$ cat config.mk
export PLATFORM = sky130hd
export DESIGN_NAME = spi_slave_rx_flat
export DESIGN_NICKNAME = d
export VERILOG_FILES = /design/src/rtl/spi_slave_rx_pkg.sv /design/src/rtl/spi_slave_rx_if.sv /design/src/rtl/spi_slave_rx_pin_sync.sv /design/src/rtl/spi_slave_rx.sv /design/src/flat_wrapper.sv
export SDC_FILE = /design/constraint.sdc
export NUM_CORES = 1
export LEC_CHECK = 0
export CORE_ASPECT_RATIO = 0.8
export CORE_MARGIN = 3
export CORE_UTILIZATION = 23
export DETAILED_ROUTE_END_ITERATION = 8
export GPL_ROUTABILITY_DRIVEN = 0
export GPL_TIMING_DRIVEN = 1
export HOLD_SLACK_MARGIN = 0.02
export PLACE_DENSITY = 0.38
export SLEW_MARGIN = 20
export SYNTH_ARGS = -nofsm -noshare
export SYNTH_HDL_FRONTEND = slang
export SYNTH_SLANG_ARGS = --single-unit
$ cat constraint.sdc
create_clock -name clk -period 3.38 [get_ports clk]
set_input_delay 0.676 -clock clk [delete_from_list [all_inputs] [get_ports clk]]
set_output_delay 0.676 -clock clk [all_outputs]
set_load 0.01 [all_outputs]
$ cat src/rtl/spi_slave_rx_pkg.sv
// Shared types for the SPI slave receiver: FSM state encoding and SPI mode constants.
package spi_slave_rx_pkg;

  typedef enum logic [1:0] {
    IDLE  = 2'd0,
    LOAD  = 2'd1,
    SHIFT = 2'd2
  } state_t;

  // Mode encodings as {CPOL, CPHA}
  localparam logic [1:0] SPI_MODE0 = 2'b00;
  localparam logic [1:0] SPI_MODE1 = 2'b01;
  localparam logic [1:0] SPI_MODE2 = 2'b10;
  localparam logic [1:0] SPI_MODE3 = 2'b11;

endpackage

$ cat src/rtl/spi_slave_rx_if.sv
// SPI pins plus the host-side tx/rx handshakes of the SPI slave receiver.
interface spi_slave_rx_if #(
  parameter int DATA_W = 8
);
  logic              sclk;
  logic              cs_n;
  logic              mosi;
  logic              miso;
  logic              miso_oe;
  logic [DATA_W-1:0] tx_data;
  logic              tx_load;
  logic              tx_ready;
  logic [DATA_W-1:0] rx_data;
  logic              rx_valid;
  logic              rx_ready;
  logic              overrun;
  logic              busy;

  modport slave (
    input  sclk, cs_n, mosi, tx_data, tx_load, rx_ready,
    output miso, miso_oe, tx_ready, rx_data, rx_valid, overrun, busy
  );

  modport master (
    output sclk, cs_n, mosi, tx_data, tx_load, rx_ready,
    input  miso, miso_oe, tx_ready, rx_data, rx_valid, overrun, busy
  );
endinterface

$ cat src/rtl/spi_slave_rx_pin_sync.sv
// Multi-flop synchroniser for one asynchronous SPI pin with rise/fall detection
// against a one-cycle-delayed copy of the synchronised level.
module spi_pin_sync #(
  parameter int   SYNC_STAGES = 2,
  parameter logic RST_VAL     = 1'b0
) (
  input  logic clk,
  input  logic rst_n,
  input  logic i_pin,
  output logic o_sync,
  output logic o_rise,
  output logic o_fall
);

  logic [SYNC_STAGES-1:0] r_sync;
  logic                   r_dly;

  always_ff @(posedge clk or negedge rst_n) begin
    if (!rst_n) begin
      r_sync <= {SYNC_STAGES{RST_VAL}};
      r_dly  <= RST_VAL;
    end else begin
      r_sync <= {r_sync[SYNC_STAGES-2:0], i_pin};
      r_dly  <= r_sync[SYNC_STAGES-1];
    end
  end

  assign o_sync = r_sync[SYNC_STAGES-1];
  assign o_rise = r_sync[SYNC_STAGES-1] & ~r_dly;
  assign o_fall = ~r_sync[SYNC_STAGES-1] & r_dly;

endmodule

$ cat src/rtl/spi_slave_rx.sv
// SPI slave endpoint: oversampled pins, MSB-first rx deserialiser with one-deep holding
// register and valid/ready handshake, tx buffer shifted out on miso in the same frame.
module spi_slave_rx
  import spi_slave_rx_pkg::*;
#(
  parameter int DATA_W      = 8,
  parameter int CPOL        = 0,
  parameter int CPHA        = 0,
  parameter int SYNC_STAGES = 2
) (
  input logic            clk,
  input logic            rst_n,
  spi_slave_rx_if.slave  bus
);

  localparam int CNT_W = $clog2(DATA_W + 1);

  logic w_sclk_s, w_sclk_rise, w_sclk_fall;
  logic w_cs_s, w_cs_rise, w_cs_fall;
  logic w_mosi_s, w_mosi_rise_unused, w_mosi_fall_unused;
  logic w_sclk_s_unused, w_cs_s_unused;

  spi_pin_sync #(.SYNC_STAGES(SYNC_STAGES), .RST_VAL(1'(CPOL))) u_sync_sclk (
    .clk(clk), .rst_n(rst_n), .i_pin(bus.sclk),
    .o_sync(w_sclk_s), .o_rise(w_sclk_rise), .o_fall(w_sclk_fall)
  );
  spi_pin_sync #(.SYNC_STAGES(SYNC_STAGES), .RST_VAL(1'b1)) u_sync_cs (
    .clk(clk), .rst_n(rst_n), .i_pin(bus.cs_n),
    .o_sync(w_cs_s), .o_rise(w_cs_rise), .o_fall(w_cs_fall)
  );
  spi_pin_sync #(.SYNC_STAGES(SYNC_STAGES), .RST_VAL(1'b0)) u_sync_mosi (
    .clk(clk), .rst_n(rst_n), .i_pin(bus.mosi),
    .o_sync(w_mosi_s), .o_rise(w_mosi_rise_unused), .o_fall(w_mosi_fall_unused)
  );

  assign w_sclk_s_unused = w_sclk_s;
  assign w_cs_s_unused   = w_cs_s;

  // Leading edge leaves the idle level; CPHA picks which edge samples and which shifts.
  logic w_lead, w_trail, w_sample, w_shift;
  assign w_lead   = (CPOL != 0) ? w_sclk_fall : w_sclk_rise;
  assign w_trail  = (CPOL != 0) ? w_sclk_rise : w_sclk_fall;
  assign w_sample = (CPHA != 0) ? w_trail : w_lead;
  assign w_shift  = (CPHA != 0) ? w_lead  : w_trail;

  state_t r_state, w_state_nxt;
  logic   w_in_load, w_in_shift, w_busy;

  always_ff @(posedge clk or negedge rst_n) begin
    if (!rst_n) r_state <= IDLE;
    else        r_state <= w_state_nxt;
  end

  always_comb begin
    w_state_nxt = r_state;
    if (w_cs_rise) begin
      w_state_nxt = IDLE;
    end else begin
      case (r_state)
        IDLE:    if (w_cs_fall) w_state_nxt = LOAD;
        LOAD:    w_state_nxt = SHIFT;
        SHIFT:   w_state_nxt = SHIFT;
        default: w_state_nxt = IDLE;
      endcase
    end
  end

  always_comb begin
    w_in_load  = (r_state == LOAD)  && !w_cs_rise;
    w_in_shift = (r_state == SHIFT) && !w_cs_rise;
    w_busy     = (r_state != IDLE);
  end

  logic [DATA_W-1:0] r_tx_buf, r_tx_shift, r_rx_shift, r_rx_data;
  logic              r_tx_full, r_rx_valid, r_overrun, r_word_done, r_miso, r_miso_oe;
  logic [CNT_W-1:0]  r_bit_cnt;
  logic [DATA_W-1:0] w_tx_word;
  logic              w_reload, w_take;

  assign w_tx_word = r_tx_full ? r_tx_buf : '0;
  assign w_reload  = r_word_done && w_in_shift;
  assign w_take    = w_in_load || w_reload;

  always_ff @(posedge clk or negedge rst_n) begin
    if (!rst_n) begin
      r_tx_buf    <= '0;
      r_tx_full   <= 1'b0;
      r_tx_shift  <= '0;
      r_rx_shift  <= '0;
      r_rx_data   <= '0;
      r_rx_valid  <= 1'b0;
      r_overrun   <= 1'b0;
      r_word_done <= 1'b0;
      r_miso      <= 1'b0;
      r_miso_oe   <= 1'b0;
      r_bit_cnt   <= '0;
    end else begin
      r_overrun   <= 1'b0;
      r_word_done <= 1'b0;

      // Buffer is consumed before a same-cycle tx_load is considered.
      if (w_take) r_tx_full <= 1'b0;
      if (bus.tx_load && (!r_tx_full || w_take)) begin
        r_tx_buf  <= bus.tx_data;
        r_tx_full <= 1'b1;
      end

      if (w_cs_rise) begin
        r_bit_cnt <= '0;
        r_miso    <= 1'b0;
        r_miso_oe <= 1'b0;
      end else if ((r_state == IDLE) && w_cs_fall) begin
        r_miso_oe <= 1'b1;
      end else if (w_in_load) begin
        r_bit_cnt <= '0;
        if (CPHA == 0) begin
          r_miso     <= w_tx_word[DATA_W-1];
          r_tx_shift <= {w_tx_word[DATA_W-2:0], 1'b0};
        end else begin
          r_tx_shift <= w_tx_word;
        end
      end else if (w_in_shift) begin
        if (r_word_done) begin
          r_bit_cnt  <= '0;
          r_tx_shift <= w_tx_word;
        end
        if (w_sample) begin
          r_rx_shift <= {r_rx_shift[DATA_W-2:0], w_mosi_s};
          r_bit_cnt  <= r_bit_cnt + 1'b1;
          if (r_bit_cnt == CNT_W'(DATA_W - 1)) r_word_done <= 1'b1;
        end
        if (w_shift) begin
          r_miso     <= r_tx_shift[DATA_W-1];
          r_tx_shift <= {r_tx_shift[DATA_W-2:0], 1'b0};
        end
      end

      // A completed word lands only if the holding register is free or being emptied.
      if (r_word_done) begin
        if (!r_rx_valid || bus.rx_ready) begin
          r_rx_data  <= r_rx_shift;
          r_rx_valid <= 1'b1;
        end else begin
          r_overrun <= 1'b1;
        end
      end else if (r_rx_valid && bus.rx_ready) begin
        r_rx_valid <= 1'b0;
      end
    end
  end

  assign bus.miso     = r_miso;
  assign bus.miso_oe  = r_miso_oe;
  assign bus.tx_ready = ~r_tx_full;
  assign bus.rx_data  = r_rx_data;
  assign bus.rx_valid = r_rx_valid;
  assign bus.overrun  = r_overrun;
  assign bus.busy     = w_busy;

endmodule

$ cat src/flat_wrapper.sv
// flat-port wrapper written by rule: the top's interface ports become plain ports
module spi_slave_rx_flat import spi_slave_rx_pkg::*;
#(
  parameter int DATA_W      = 8,
  parameter int CPOL        = 0,
  parameter int CPHA        = 0,
  parameter int SYNC_STAGES = 2
)
  (clk, rst_n, bus_sclk, bus_cs_n, bus_mosi, bus_tx_data, bus_tx_load, bus_rx_ready, bus_miso, bus_miso_oe, bus_tx_ready, bus_rx_data, bus_rx_valid, bus_overrun, bus_busy);
  spi_slave_rx_if #(.DATA_W(DATA_W)) bus_i ();
  input logic clk;
  input logic rst_n;
  input wire logic [$bits(bus_i.sclk)-1:0] bus_sclk;
  input wire logic [$bits(bus_i.cs_n)-1:0] bus_cs_n;
  input wire logic [$bits(bus_i.mosi)-1:0] bus_mosi;
  input wire logic [$bits(bus_i.tx_data)-1:0] bus_tx_data;
  input wire logic [$bits(bus_i.tx_load)-1:0] bus_tx_load;
  input wire logic [$bits(bus_i.rx_ready)-1:0] bus_rx_ready;
  output wire logic [$bits(bus_i.miso)-1:0] bus_miso;
  output wire logic [$bits(bus_i.miso_oe)-1:0] bus_miso_oe;
  output wire logic [$bits(bus_i.tx_ready)-1:0] bus_tx_ready;
  output wire logic [$bits(bus_i.rx_data)-1:0] bus_rx_data;
  output wire logic [$bits(bus_i.rx_valid)-1:0] bus_rx_valid;
  output wire logic [$bits(bus_i.overrun)-1:0] bus_overrun;
  output wire logic [$bits(bus_i.busy)-1:0] bus_busy;
  assign bus_i.sclk = bus_sclk;
  assign bus_i.cs_n = bus_cs_n;
  assign bus_i.mosi = bus_mosi;
  assign bus_i.tx_data = bus_tx_data;
  assign bus_i.tx_load = bus_tx_load;
  assign bus_i.rx_ready = bus_rx_ready;
  assign bus_miso = bus_i.miso;
  assign bus_miso_oe = bus_i.miso_oe;
  assign bus_tx_ready = bus_i.tx_ready;
  assign bus_rx_data = bus_i.rx_data;
  assign bus_rx_valid = bus_i.rx_valid;
  assign bus_overrun = bus_i.overrun;
  assign bus_busy = bus_i.busy;
  spi_slave_rx #(.DATA_W(DATA_W), .CPOL(CPOL), .CPHA(CPHA), .SYNC_STAGES(SYNC_STAGES)) u_core (.clk(clk), .rst_n(rst_n), .bus(bus_i));
endmodule
==> run_results.csv <==
group,metric,value,unit
outcome,status,"finished, final reports clean",
cells_and_area,syn_to_final_growth,25.16,%
detailed_routing,first_pass_iters,4,
power_and_ir_drop,p_leak,1.298,nW
detailed_routing,met1_length,2512,um
detailed_routing,antenna_left,0,
grt,grt_max_degree,30,
placed_design,hpwl,3395,um
worst_hold_path,holdPathStages,0,
sta,slew_viol_final,0,
detailed_routing,drc_errors,0,
setup_path,required,3.56,ns
clock_tree,clock-root-buffer,"clkbuf_16",
floorplanning,num_rows,32,
logic_synthesis,synth_edf_count,0,
setup_path,crit_path_start_kind,"register",
clock_tree,clock_path_buffers,2,
detailed_routing,drt_iter0_markers,58,
setup_path,r2r_cells,6,
sta,rsz0062_at_grt,"false",
logic_synthesis,synthFlopType,"dfrtp_1",
setup_path,arrival,2.60,ns
worst_hold_path,worstHoldStart,"u_core.u_sync_mosi.r_sync[0]",
floorplanning,dieArea,11320,sq um
placed_design,dp_slack,0.9364,ns
setup_path,r2r_start,"u_core.u_sync_cs.r_dly",
grt,grt_pass1_vias,1543,
sta,slew_headroom,53.51,%
setup_path,crit_path_end_kind,"register",
clock_tree,clock-sinks,52,
sta,tns,0,ns
logic_synthesis,synth_top_area_share,52.92,%
setup_path,cp_max_fo,15,
cells_and_area,antenna_cells,0,
logic_synthesis,ys_seq_area_share,56.32,%
logic_synthesis,synth.most_common_cell,"dfrtp_1",
floorplanning,start_util,23.82,%
detailed_routing,via_count,1446,
logic_synthesis,synth_cells,179,
logic_synthesis,synth-seq-cells,52,
cells_and_area,final_cell_area,2900,sq um
grt,grt_overflow_total,0,
floorplanning,ios,29,
placed_design,dpl_cell_area,2750,sq um
sta,fmax,412.4,MHz
logic_synthesis,async_flop_share,100.0,%
placed_design,port-buffer-count,28,
clock_tree,post-cts-setup-buffer-count,0,
detailed_routing,avgRoutedWirePerCell,13.32,um
sta,finalCritPeriodShare,71.74,%
sta,setup_viol,0,
setup_path,timing.rr.end,"u_core.r_tx_buf[5]",
worst_hold_path,holdPathEnd,"u_core.u_sync_mosi.r_sync[1]",
cells_and_area,utilization,29.81,%
sta,fin_skew,0.005421,ns
logic_synthesis,yosysWarnings,0,
sta,hold_viol_final,0,
cells_and_area,nNetsFinal,235,
grt,grtUsageTotal,9.059,%
floorplanning,die_h,95.78,um
cells_and_area,drive_gt1_share,21.13,%
detailed_routing,wirelength,4647,um
clock_tree,clk_pin_slew,0.07,ns
clock_tree,cts_buffers,5,
logic_synthesis,synth.area.top_cells,"dfrtp_1 53%, mux2_2 9.7%, mux2_4 5.2%, ha_1 4.3%, dfstp_2 3.4%",
sta,min_period,2.425,ns
setup_path,worstSetupPathType,"reg -> reg",
floorplanning,fp.dieW,118.2,um
logic_synthesis,netlist_area,2317,sq um
clock_tree,hold_buffers,0,
clock_tree,post_cts_resized,0,
detailed_routing,drt-vias-per-instance,4.143,
power_and_ir_drop,irDropWorstVdd,0.1630,mV
detailed_routing,top_layer,"met4",
detailed_routing,met3RoutedLength,271,um
sta,worst_slack,0.9552,ns
logic_synthesis,ys_top_cells_by_count,"49 x dfrtp_1, 20 x mux2_2, 13 x inv_1",
sta,whs,0.3502,ns
power_and_ir_drop,powerDensity,685.4,nW/um^2
floorplanning,core_area,9729,sq um
clock_tree,h-tree-depth,2,
logic_synthesis,syn_nets,202,
clock_tree,cts_tree,"built",
run,maxCapViolCount,0,
logic_synthesis,syn_avg_cell_area,12.95,sq um
grt,grt_pass1_wl,8024,um
clock_tree,clock_latency,0.29,ns
sta,worst_slew_pin_slew,0.6877,ns
logic_synthesis,yosys.area.top_type,"dfrtp_1",
setup_path,r2r_slack,0.96,ns
grt,antenna_found_initial,0,
logic_synthesis,synth_cell_types,39,
worst_hold_path,hp-class,"reg -> reg",
detailed_routing,met2_length,1806,um
[kinds of logic (layout without fill, tap and decap cells)]
kind of cell | count (synthesis) | after routing | synth area share (%)
buffers and inverters | 17 | 51 | 3.294
DFF | 52 | 52 | 56.32
AOI/OAI and AO/OA | 25 | 25 | 8.046
adders and majority gates | 8 | 8 | 4.320
muxes | 33 | 33 | 17.06
and+or+nand+nor | 44 | 44 | 10.96
[cells in the final DEF, fill, tap and decap left out, drive strengths merged, types with 2 or more instances in the layout]
cell           synthesis  final
and3                   2      2
and2                   6      6
dfstp                  3      3
nor2                   4      4
nand2b                 6      6
nor3                   4      4
mux2                  28     28
a221o                  2      2
mux2i                  5      5
a21oi                  3      3
a222oi                 4      4
clkbuf                 1      7
buf                    3      3
o2bb2ai                2      2
ha                     8      8
inv                   13     13
nor2b                  3      3
nand2                  8      8
dfrtp                 49     49
nand3                  4      4
o21ai                  7      7
nand3b                 3      3
clkdlybuf4s50          0     27
[sequential cells by signal, indices dropped and copies added (netlist names), 4 cells and up]
signal              flops
u_core.bus.rx_data      8
u_core.r_rx_shift       8
u_core.r_tx_buf         8
u_core.r_tx_shift       8
u_core.r_bit_cnt        4
[per-stage QoR]
stage | power (mW) | cells
final | 1.988 | 349
after detailed placement | 1.495 | 341
after floorplan | 1.307 | 179
after global placement | 1.501 | 341
after CTS | 2.022 | 349
after global routing | 2.138 | 349
[worst max path at each step]
| stage | start | endpoint | slack [ns] | cells after the start |
|---|---|---|---|---|
| after global placement | u_core.u_sync_cs.r_dly | u_core.r_tx_buf[4] | 1.00 | 6 |
| after floorplan | u_core.u_sync_cs.r_dly | u_core.r_tx_shift[1] | 1.50 | 6 |
| after CTS | u_core.u_sync_cs.r_dly | u_core.r_tx_buf[5] | 0.93 | 6 |
| after global routing | u_core.u_sync_cs.r_dly | u_core.r_tx_buf[5] | 0.79 | 6 |
| after detailed placement | u_core.u_sync_cs.r_dly | u_core.r_tx_buf[3] | 0.94 | 6 |
| final | u_core.u_sync_cs.r_dly | u_core.r_tx_buf[5] | 0.96 | 6 |
[routing by layer]
metal | vias up | global-route usage (%)
met1 | 697 | 13.20
met3 | 7 | 3.055
met2 | 40 | 12.65
met5 | - | 0
met4 | 0 | 2.634
li1 | 702 | -
[power breakdown]
| group | switching [mW] | internal (mW) | total, mW |
|---|---|---|---|
| Sequential | 0.0996 | 0.765 | 0.865 |
| Clock | 0.216 | 0.295 | 0.511 |
| Combinational | 0.283 | 0.329 | 0.612 |
| Total | 0.599 | 1.39 | 1.99 |
[critical path: stages (launching register included)]
cell and delay (ns):
dfstp_2 0.53, inv_1 0.05, ha_1 0.25, nor2b_2 0.49, a211o_1 0.20, and2_1 0.45
mux2_4 0.34
[area by class of cell]
type	instances	area, sq um
inverter	13	48.80
tap	136	170.2
clock inverter	1	7.507
sequential	52	1305
fill	1000	6829
clock buffer	7	142.6
timing repair buffer	30	290.3
multi-input combinational	110	935.9
(Power assumes the default switching activity.)
